[src/rtl/data_mem_arbiter_pkg.sv]
// Shared widths, limits and enums for the data-memory arbiter and its dump engine.
package data_mem_arbiter_pkg;

  localparam int unsigned ADDR_W     = 8;
  localparam int unsigned DATA_W     = 16;
  localparam int unsigned LEN_W      = 4;
  localparam int unsigned ISS_W      = LEN_W + 1;
  localparam int unsigned CNT_W      = 3;
  localparam int unsigned STARVE_MAX = 4;

  typedef enum logic {
    IDLE,
    DUMP
  } state_e;

  typedef enum logic [1:0] {
    OwnNone,
    OwnCpu,
    OwnDump
  } owner_e;

endpackage

[src/rtl/data_mem_arbiter_if.sv]
// CPU, dump and memory bus bundle; slave is the arbiter's view, master the environment's.
interface data_mem_arbiter_if;
  import data_mem_arbiter_pkg::*;

  logic              cpu_req;
  logic              cpu_we;
  logic [ADDR_W-1:0] cpu_addr;
  logic [DATA_W-1:0] cpu_wdata;
  logic              cpu_stall;
  logic [DATA_W-1:0] cpu_rdata;
  logic              cpu_rvalid;

  logic              dbg_start;
  logic [ADDR_W-1:0] dbg_base;
  logic [LEN_W-1:0]  dbg_len;
  logic              dbg_busy;
  logic              dbg_valid;
  logic [LEN_W-1:0]  dbg_idx;
  logic [DATA_W-1:0] dbg_data;
  logic              dbg_done;

  logic              mem_en;
  logic              mem_we;
  logic [ADDR_W-1:0] mem_addr;
  logic [DATA_W-1:0] mem_wdata;
  logic [DATA_W-1:0] mem_rdata;

  modport slave (
    input  cpu_req, cpu_we, cpu_addr, cpu_wdata,
    output cpu_stall, cpu_rdata, cpu_rvalid,
    input  dbg_start, dbg_base, dbg_len,
    output dbg_busy, dbg_valid, dbg_idx, dbg_data, dbg_done,
    output mem_en, mem_we, mem_addr, mem_wdata,
    input  mem_rdata
  );

  modport master (
    output cpu_req, cpu_we, cpu_addr, cpu_wdata,
    input  cpu_stall, cpu_rdata, cpu_rvalid,
    output dbg_start, dbg_base, dbg_len,
    input  dbg_busy, dbg_valid, dbg_idx, dbg_data, dbg_done,
    input  mem_en, mem_we, mem_addr, mem_wdata,
    output mem_rdata
  );

endinterface

[src/rtl/starve_counter.sv]
// Saturating count of cycles the dump engine has been denied the memory port.
module starve_counter
  import data_mem_arbiter_pkg::*;
(
  input  logic CLK,
  input  logic rst,
  input  logic inc,
  input  logic clr,
  output logic sat
);

  logic [CNT_W-1:0] cnt_q, cnt_d;

  assign sat = (cnt_q == CNT_W'(STARVE_MAX));

  always_comb begin
    cnt_d = cnt_q;
    if (clr) begin
      cnt_d = '0;
    end else if (inc && !sat) begin
      cnt_d = cnt_q + CNT_W'(1);
    end
  end

  always_ff @(posedge CLK) begin
    if (!rst) begin
      cnt_q <= '0;
    end else begin
      cnt_q <= cnt_d;
    end
  end

endmodule

[src/rtl/data_mem_arbiter.sv]
// Shares one single-port RAM between the CPU memory stage and a background dump engine;
// the CPU wins every cycle unless the dump has been starved for STARVE_MAX cycles.
module data_mem_arbiter
  import data_mem_arbiter_pkg::*;
(
  input  logic               CLK,
  input  logic               rst,
  data_mem_arbiter_if.slave  bus
);

  state_e            state_q, state_d;
  owner_e            owner_q, owner_d;
  logic [ADDR_W-1:0] addr_q, addr_d;
  logic [LEN_W-1:0]  len_q, len_d;
  logic [ISS_W-1:0]  iss_q, iss_d;
  logic [LEN_W-1:0]  ret_q, ret_d;

  logic dump_pending;
  logic starve_sat;
  logic grant_cpu;
  logic grant_dump;

  // Gating with rst keeps the dump side silent throughout a reset cycle.
  assign dump_pending = rst && (state_q == DUMP) && (iss_q <= {1'b0, len_q});
  assign grant_cpu    = bus.cpu_req && !(dump_pending && starve_sat);
  assign grant_dump   = dump_pending && !grant_cpu;

  starve_counter u_starve_counter (
    .CLK (CLK),
    .rst (rst),
    .inc (dump_pending && !grant_dump),
    .clr (grant_dump || (state_q == IDLE)),
    .sat (starve_sat)
  );

  assign bus.cpu_stall = bus.cpu_req && !grant_cpu;
  assign bus.mem_en    = grant_cpu || grant_dump;
  assign bus.mem_we    = grant_cpu && bus.cpu_we;
  assign bus.mem_addr  = grant_cpu ? bus.cpu_addr : (grant_dump ? addr_q : '0);
  assign bus.mem_wdata = grant_cpu ? bus.cpu_wdata : '0;

  assign bus.cpu_rvalid = rst && (owner_q == OwnCpu);
  assign bus.dbg_valid  = rst && (owner_q == OwnDump);
  assign bus.cpu_rdata  = bus.cpu_rvalid ? bus.mem_rdata : '0;
  assign bus.dbg_data   = bus.dbg_valid ? bus.mem_rdata : '0;
  assign bus.dbg_idx    = rst ? ret_q : '0;
  assign bus.dbg_done   = bus.dbg_valid && (ret_q == len_q);
  assign bus.dbg_busy   = rst && (state_q == DUMP);

  always_comb begin
    state_d = state_q;
    addr_d  = addr_q;
    len_d   = len_q;
    iss_d   = iss_q;
    ret_d   = ret_q;
    owner_d = OwnNone;

    // Writes return nothing, so only reads claim the next-cycle data slot.
    if (grant_cpu && !bus.cpu_we) begin
      owner_d = OwnCpu;
    end else if (grant_dump) begin
      owner_d = OwnDump;
    end

    if (grant_dump) begin
      addr_d = addr_q + ADDR_W'(1);
      iss_d  = iss_q + ISS_W'(1);
    end
    if (bus.dbg_valid) begin
      ret_d = ret_q + LEN_W'(1);
    end

    unique case (state_q)
      IDLE: begin
        if (bus.dbg_start) begin
          state_d = DUMP;
          addr_d  = bus.dbg_base;
          len_d   = bus.dbg_len;
          iss_d   = '0;
          ret_d   = '0;
        end
      end
      DUMP: begin
        if (bus.dbg_done) begin
          state_d = IDLE;
          iss_d   = '0;
          ret_d   = '0;
        end
      end
      default: state_d = IDLE;
    endcase
  end

  always_ff @(posedge CLK) begin
    if (!rst) begin
      state_q <= IDLE;
      owner_q <= OwnNone;
      addr_q  <= '0;
      len_q   <= '0;
      iss_q   <= '0;
      ret_q   <= '0;
    end else begin
      state_q <= state_d;
      owner_q <= owner_d;
      addr_q  <= addr_d;
      len_q   <= len_d;
      iss_q   <= iss_d;
      ret_q   <= ret_d;
    end
  end

endmodule

[src/flat_wrapper.sv]
// flat-port wrapper written by rule: the top's interface ports become plain ports
module data_mem_arbiter_flat import data_mem_arbiter_pkg::*;
  (CLK, rst, bus_cpu_req, bus_cpu_we, bus_cpu_addr, bus_cpu_wdata, bus_cpu_stall, bus_cpu_rdata, bus_cpu_rvalid, bus_dbg_start, bus_dbg_base, bus_dbg_len, bus_dbg_busy, bus_dbg_valid, bus_dbg_idx, bus_dbg_data, bus_dbg_done, bus_mem_en, bus_mem_we, bus_mem_addr, bus_mem_wdata, bus_mem_rdata);
  data_mem_arbiter_if bus_i ();
  input  logic CLK;
  input  logic rst;
  input wire logic [$bits(bus_i.cpu_req)-1:0] bus_cpu_req;
  input wire logic [$bits(bus_i.cpu_we)-1:0] bus_cpu_we;
  input wire logic [$bits(bus_i.cpu_addr)-1:0] bus_cpu_addr;
  input wire logic [$bits(bus_i.cpu_wdata)-1:0] bus_cpu_wdata;
  output wire logic [$bits(bus_i.cpu_stall)-1:0] bus_cpu_stall;
  output wire logic [$bits(bus_i.cpu_rdata)-1:0] bus_cpu_rdata;
  output wire logic [$bits(bus_i.cpu_rvalid)-1:0] bus_cpu_rvalid;
  input wire logic [$bits(bus_i.dbg_start)-1:0] bus_dbg_start;
  input wire logic [$bits(bus_i.dbg_base)-1:0] bus_dbg_base;
  input wire logic [$bits(bus_i.dbg_len)-1:0] bus_dbg_len;
  output wire logic [$bits(bus_i.dbg_busy)-1:0] bus_dbg_busy;
  output wire logic [$bits(bus_i.dbg_valid)-1:0] bus_dbg_valid;
  output wire logic [$bits(bus_i.dbg_idx)-1:0] bus_dbg_idx;
  output wire logic [$bits(bus_i.dbg_data)-1:0] bus_dbg_data;
  output wire logic [$bits(bus_i.dbg_done)-1:0] bus_dbg_done;
  output wire logic [$bits(bus_i.mem_en)-1:0] bus_mem_en;
  output wire logic [$bits(bus_i.mem_we)-1:0] bus_mem_we;
  output wire logic [$bits(bus_i.mem_addr)-1:0] bus_mem_addr;
  output wire logic [$bits(bus_i.mem_wdata)-1:0] bus_mem_wdata;
  input wire logic [$bits(bus_i.mem_rdata)-1:0] bus_mem_rdata;
  assign bus_i.cpu_req = bus_cpu_req;
  assign bus_i.cpu_we = bus_cpu_we;
  assign bus_i.cpu_addr = bus_cpu_addr;
  assign bus_i.cpu_wdata = bus_cpu_wdata;
  assign bus_cpu_stall = bus_i.cpu_stall;
  assign bus_cpu_rdata = bus_i.cpu_rdata;
  assign bus_cpu_rvalid = bus_i.cpu_rvalid;
  assign bus_i.dbg_start = bus_dbg_start;
  assign bus_i.dbg_base = bus_dbg_base;
  assign bus_i.dbg_len = bus_dbg_len;
  assign bus_dbg_busy = bus_i.dbg_busy;
  assign bus_dbg_valid = bus_i.dbg_valid;
  assign bus_dbg_idx = bus_i.dbg_idx;
  assign bus_dbg_data = bus_i.dbg_data;
  assign bus_dbg_done = bus_i.dbg_done;
  assign bus_mem_en = bus_i.mem_en;
  assign bus_mem_we = bus_i.mem_we;
  assign bus_mem_addr = bus_i.mem_addr;
  assign bus_mem_wdata = bus_i.mem_wdata;
  assign bus_i.mem_rdata = bus_mem_rdata;
  data_mem_arbiter u_core (.CLK(CLK), .rst(rst), .bus(bus_i));
endmodule
[config.mk]
export PLATFORM = sky130hd
export DESIGN_NAME = data_mem_arbiter_flat
export DESIGN_NICKNAME = d
export VERILOG_FILES = /design/src/rtl/data_mem_arbiter_pkg.sv /design/src/rtl/data_mem_arbiter_if.sv /design/src/rtl/starve_counter.sv /design/src/rtl/data_mem_arbiter.sv /design/src/flat_wrapper.sv
export SDC_FILE = /design/constraint.sdc
export NUM_CORES = 1
export LEC_CHECK = 0
export CAP_MARGIN = 10
export CORE_MARGIN = 2
export CORE_UTILIZATION = 40
export CTS_CLUSTER_DIAMETER = 100
export DETAILED_ROUTE_END_ITERATION = 10
export PLACE_DENSITY_LB_ADDON = 0.05
export SLEW_MARGIN = 20
export SYNTH_ARGS = -nofsm -noshare
export SYNTH_HDL_FRONTEND = slang
export SYNTH_HIERARCHICAL = 1
export SYNTH_SLANG_ARGS = --single-unit
[constraint.sdc]
create_clock -name CLK -period 7.3 [get_ports CLK]
set_input_delay 1.46 -clock CLK [delete_from_list [all_inputs] [get_ports CLK]]
set_output_delay 1.46 -clock CLK [all_outputs]
set_load 0.01 [all_outputs]
==> metrics.cfg <==
[sta]
slew_violations = 0
fin_setup_tns_ns = 0
whs_ns = 0.500
slew_headroom = 0.466
hold_violations = 0
min_period_ns = 5.41
rsz0062_at_grt = false
tightest_slew_ns = 0.800
clock_skew_ns = 0.00235
max_freq_mhz = 185
setup_violations = 0
min_period_over_period = 0.740

[critical_path]
r2r_cells = 8
critPathKind = input pin to output pin
crit_path_end_kind = output pin
cp.arrival_ns = 3.95
r2r_slack_ns = 4.90
worstSetupStartpointType = input pin
crit_fanout = 44
crit_required_ns = 5.84

[synthesis]
synth_ff_type = dfxtp_1
synthTopCellsByArea = dfxtp_1, and2_1, ha_1, and3_1, nand2_1
synth_edf_count = 0
ys_ff_latch = 27
post-synth-top-count-cell = and2_1
yosysWarnings = 6
yosysSeqAreaShare = 0.276
netlist_top_cells_count = and2_1, dfxtp_1, nand2_1
syn_nets = 306
netlist.area_leader.share = 0.276
postSynthCellCount = 240
synth_cell_types = 44
synth_area_mm2 = 0.00196
avgSynthCellArea_um2 = 8.17
yosysTopAreaCell = dfxtp_1
synthArstFlopShare = 0

[layout]
nNetsFinal = 423
antenna_cells = 0
syn_to_final_growth_pct = 66.7
instances_no_fill = 423
drive_gt1_frac = 0.0843
multi_input_area_mm2 = 0.00133
num-fill-cells = 409
regArea_um2 = 541
post-route-util = 0.692

[place]
io_buffers = 123
hpwl_um = 4590
gp_congestion = 0.775
dp.cells = 419

[clock_network]
cts.sinks = 27
post_cts_resized = 0
htree_num_levels = 1
cts_tree = built
holdBufCountCts = 0
clk_latency_ns = 0.27
clock_path_buffers = 2
root_buffer = clkbuf_8
cts_buffers = 3
cts_setup_buffers = 0
cts.clk_slew.worst_paths_ns = 0.09

[floorplanning]
coreArea_mm2 = 0.00472
std_cell_rows = 25
ios = 124
die_w_um = 74.0
initial_utilization = 0.415
die-area_mm2 = 0.00548
die_y_um = 74.0

[global_routing]
overflow = 0
grtUsageMet1 = 0.266
use_met2 = 0.369
antenna_found_initial = 0
grt_first_pass_wirelength_um = 9040
grt_use_total = 0.208
busiest_layer = met2
met3_usage = 0.0285
grt_pass1_vias = 1913
grt_start_max_net_pins = 45

[route]
wl_per_cell_um = 13.7
drt_iter0_drc = 93
routed_wl_um = 5810
drtPass1Iterations = 4
drc = 0
routed-via-count = 2099
postRouteAntennaNets = 0
routed_via_density = 4.96

[status]
outcome = complete, no violations

[job]
cap_violations = 0

[hold_path]
hold_class = flop to flop
worstHoldPathCells = 2

[power]
vdd_drop_max_uv = 95.0
finalPower_mw = 0.354
pwr_density_cell_mw_per_mm2 = 108
leakagePower_nw = 1.30

[cell usage in the layout, fill, tap and decap left out, types with 2 or more instances in the layout]
master	netlist	layout
a211oi_1	4	4
a21boi_0	4	4
a21boi_4	2	2
a21oi_1	6	6
a22o_2	7	7
a311oi_1	2	2
and2_1	33	33
and2_2	7	7
and3_1	17	17
and3_2	2	2
and3b_2	2	2
and4_2	4	4
and4b_1	2	2
clkbuf_8	0	3
clkdlybuf4s50_1	0	123
dfxtp_1	27	27
ha_1	9	9
inv_1	9	9
mux2i_1	3	3
nand2_1	20	20
nand2b_1	2	2
nand3b_1	4	4
nand4_1	5	5
nor2_1	10	10
nor3_1	7	7
o21ai_0	13	13
or3_1	2	2
xnor2_1	7	7
xor2_1	3	3
[power breakdown]
part / switching, mW / internal, mW
logic: 0.0417 / 0.0655
clock network: 0.0470 / 0.0391
registers: 0.00701 / 0.153
total: 0.0957 / 0.258
[layout make-up]
cell class              count  area share
multi-input cells         192       0.406
repair buffers            124       0.379
flip-flops and latches     27       0.165
well taps                  67      0.0257
clock buffers               4      0.0138
inverters                   9      0.0103
[cell families after synthesis]
family          after synthesis  share of synthesized area
flops                        27                      0.276
mux                           3                     0.0153
xor+xnor                     10                     0.0447
buf+inv                      21                     0.0479
fa+ha+maj                     9                     0.0574
simple gates                124                      0.385
compound gates               46                      0.174
[final timing paths]
| check | end | from |
|---|---|---|
| setup reg to reg | u_core/u_starve_counter/cnt_q[1]$_SDFFE_PP0P_ | u_core/len_q[1]$_SDFFE_PN0P_ |
| setup / recovery | bus_mem_addr[1] | rst |
| hold reg to reg | u_core/iss_q[4]$_SDFF_PN0_ | u_core/iss_q[4]$_SDFF_PN0_ |
| hold / removal | u_core/iss_q[4]$_SDFF_PN0_ | u_core/iss_q[4]$_SDFF_PN0_ |
[per-layer routing]
metal	share of wire	up-vias
met5	0	-
li1	-	1082
met2	0.48	65
met3	0.059	4
met1	0.46	948
met4	0.0067	0
[per-stage QoR]
stage,setup WS (ns),instance area (um2)
6_report,1.89,3270
5_1_grt,1.64,3270
4_1_cts,1.88,3270
3_5_place_dp,1.89,3220
3_3_place_gp,1.98,3220
2_1_floorplan,3.34,1960
[critical path: stages]
cell and delay [ns]:
clkdlybuf4s50_1 0.45, buf_4 0.30, and3b_2 0.27, and2_1 0.16, o21ai_0 0.18, inv_1 0.38
a22o_2 0.21, clkdlybuf4s50_1 0.53
[registers in the layout, summed over array words and instances (netlist names)]
signal,count
u_core/addr_q,8
u_core/iss_q,5
u_core/len_q,4
u_core/owner_q,2
u_core/ret_q,4
u_core/state_q,1
u_core/u_starve_counter/cnt_q,3
Power figures use the tool's default switching activity.
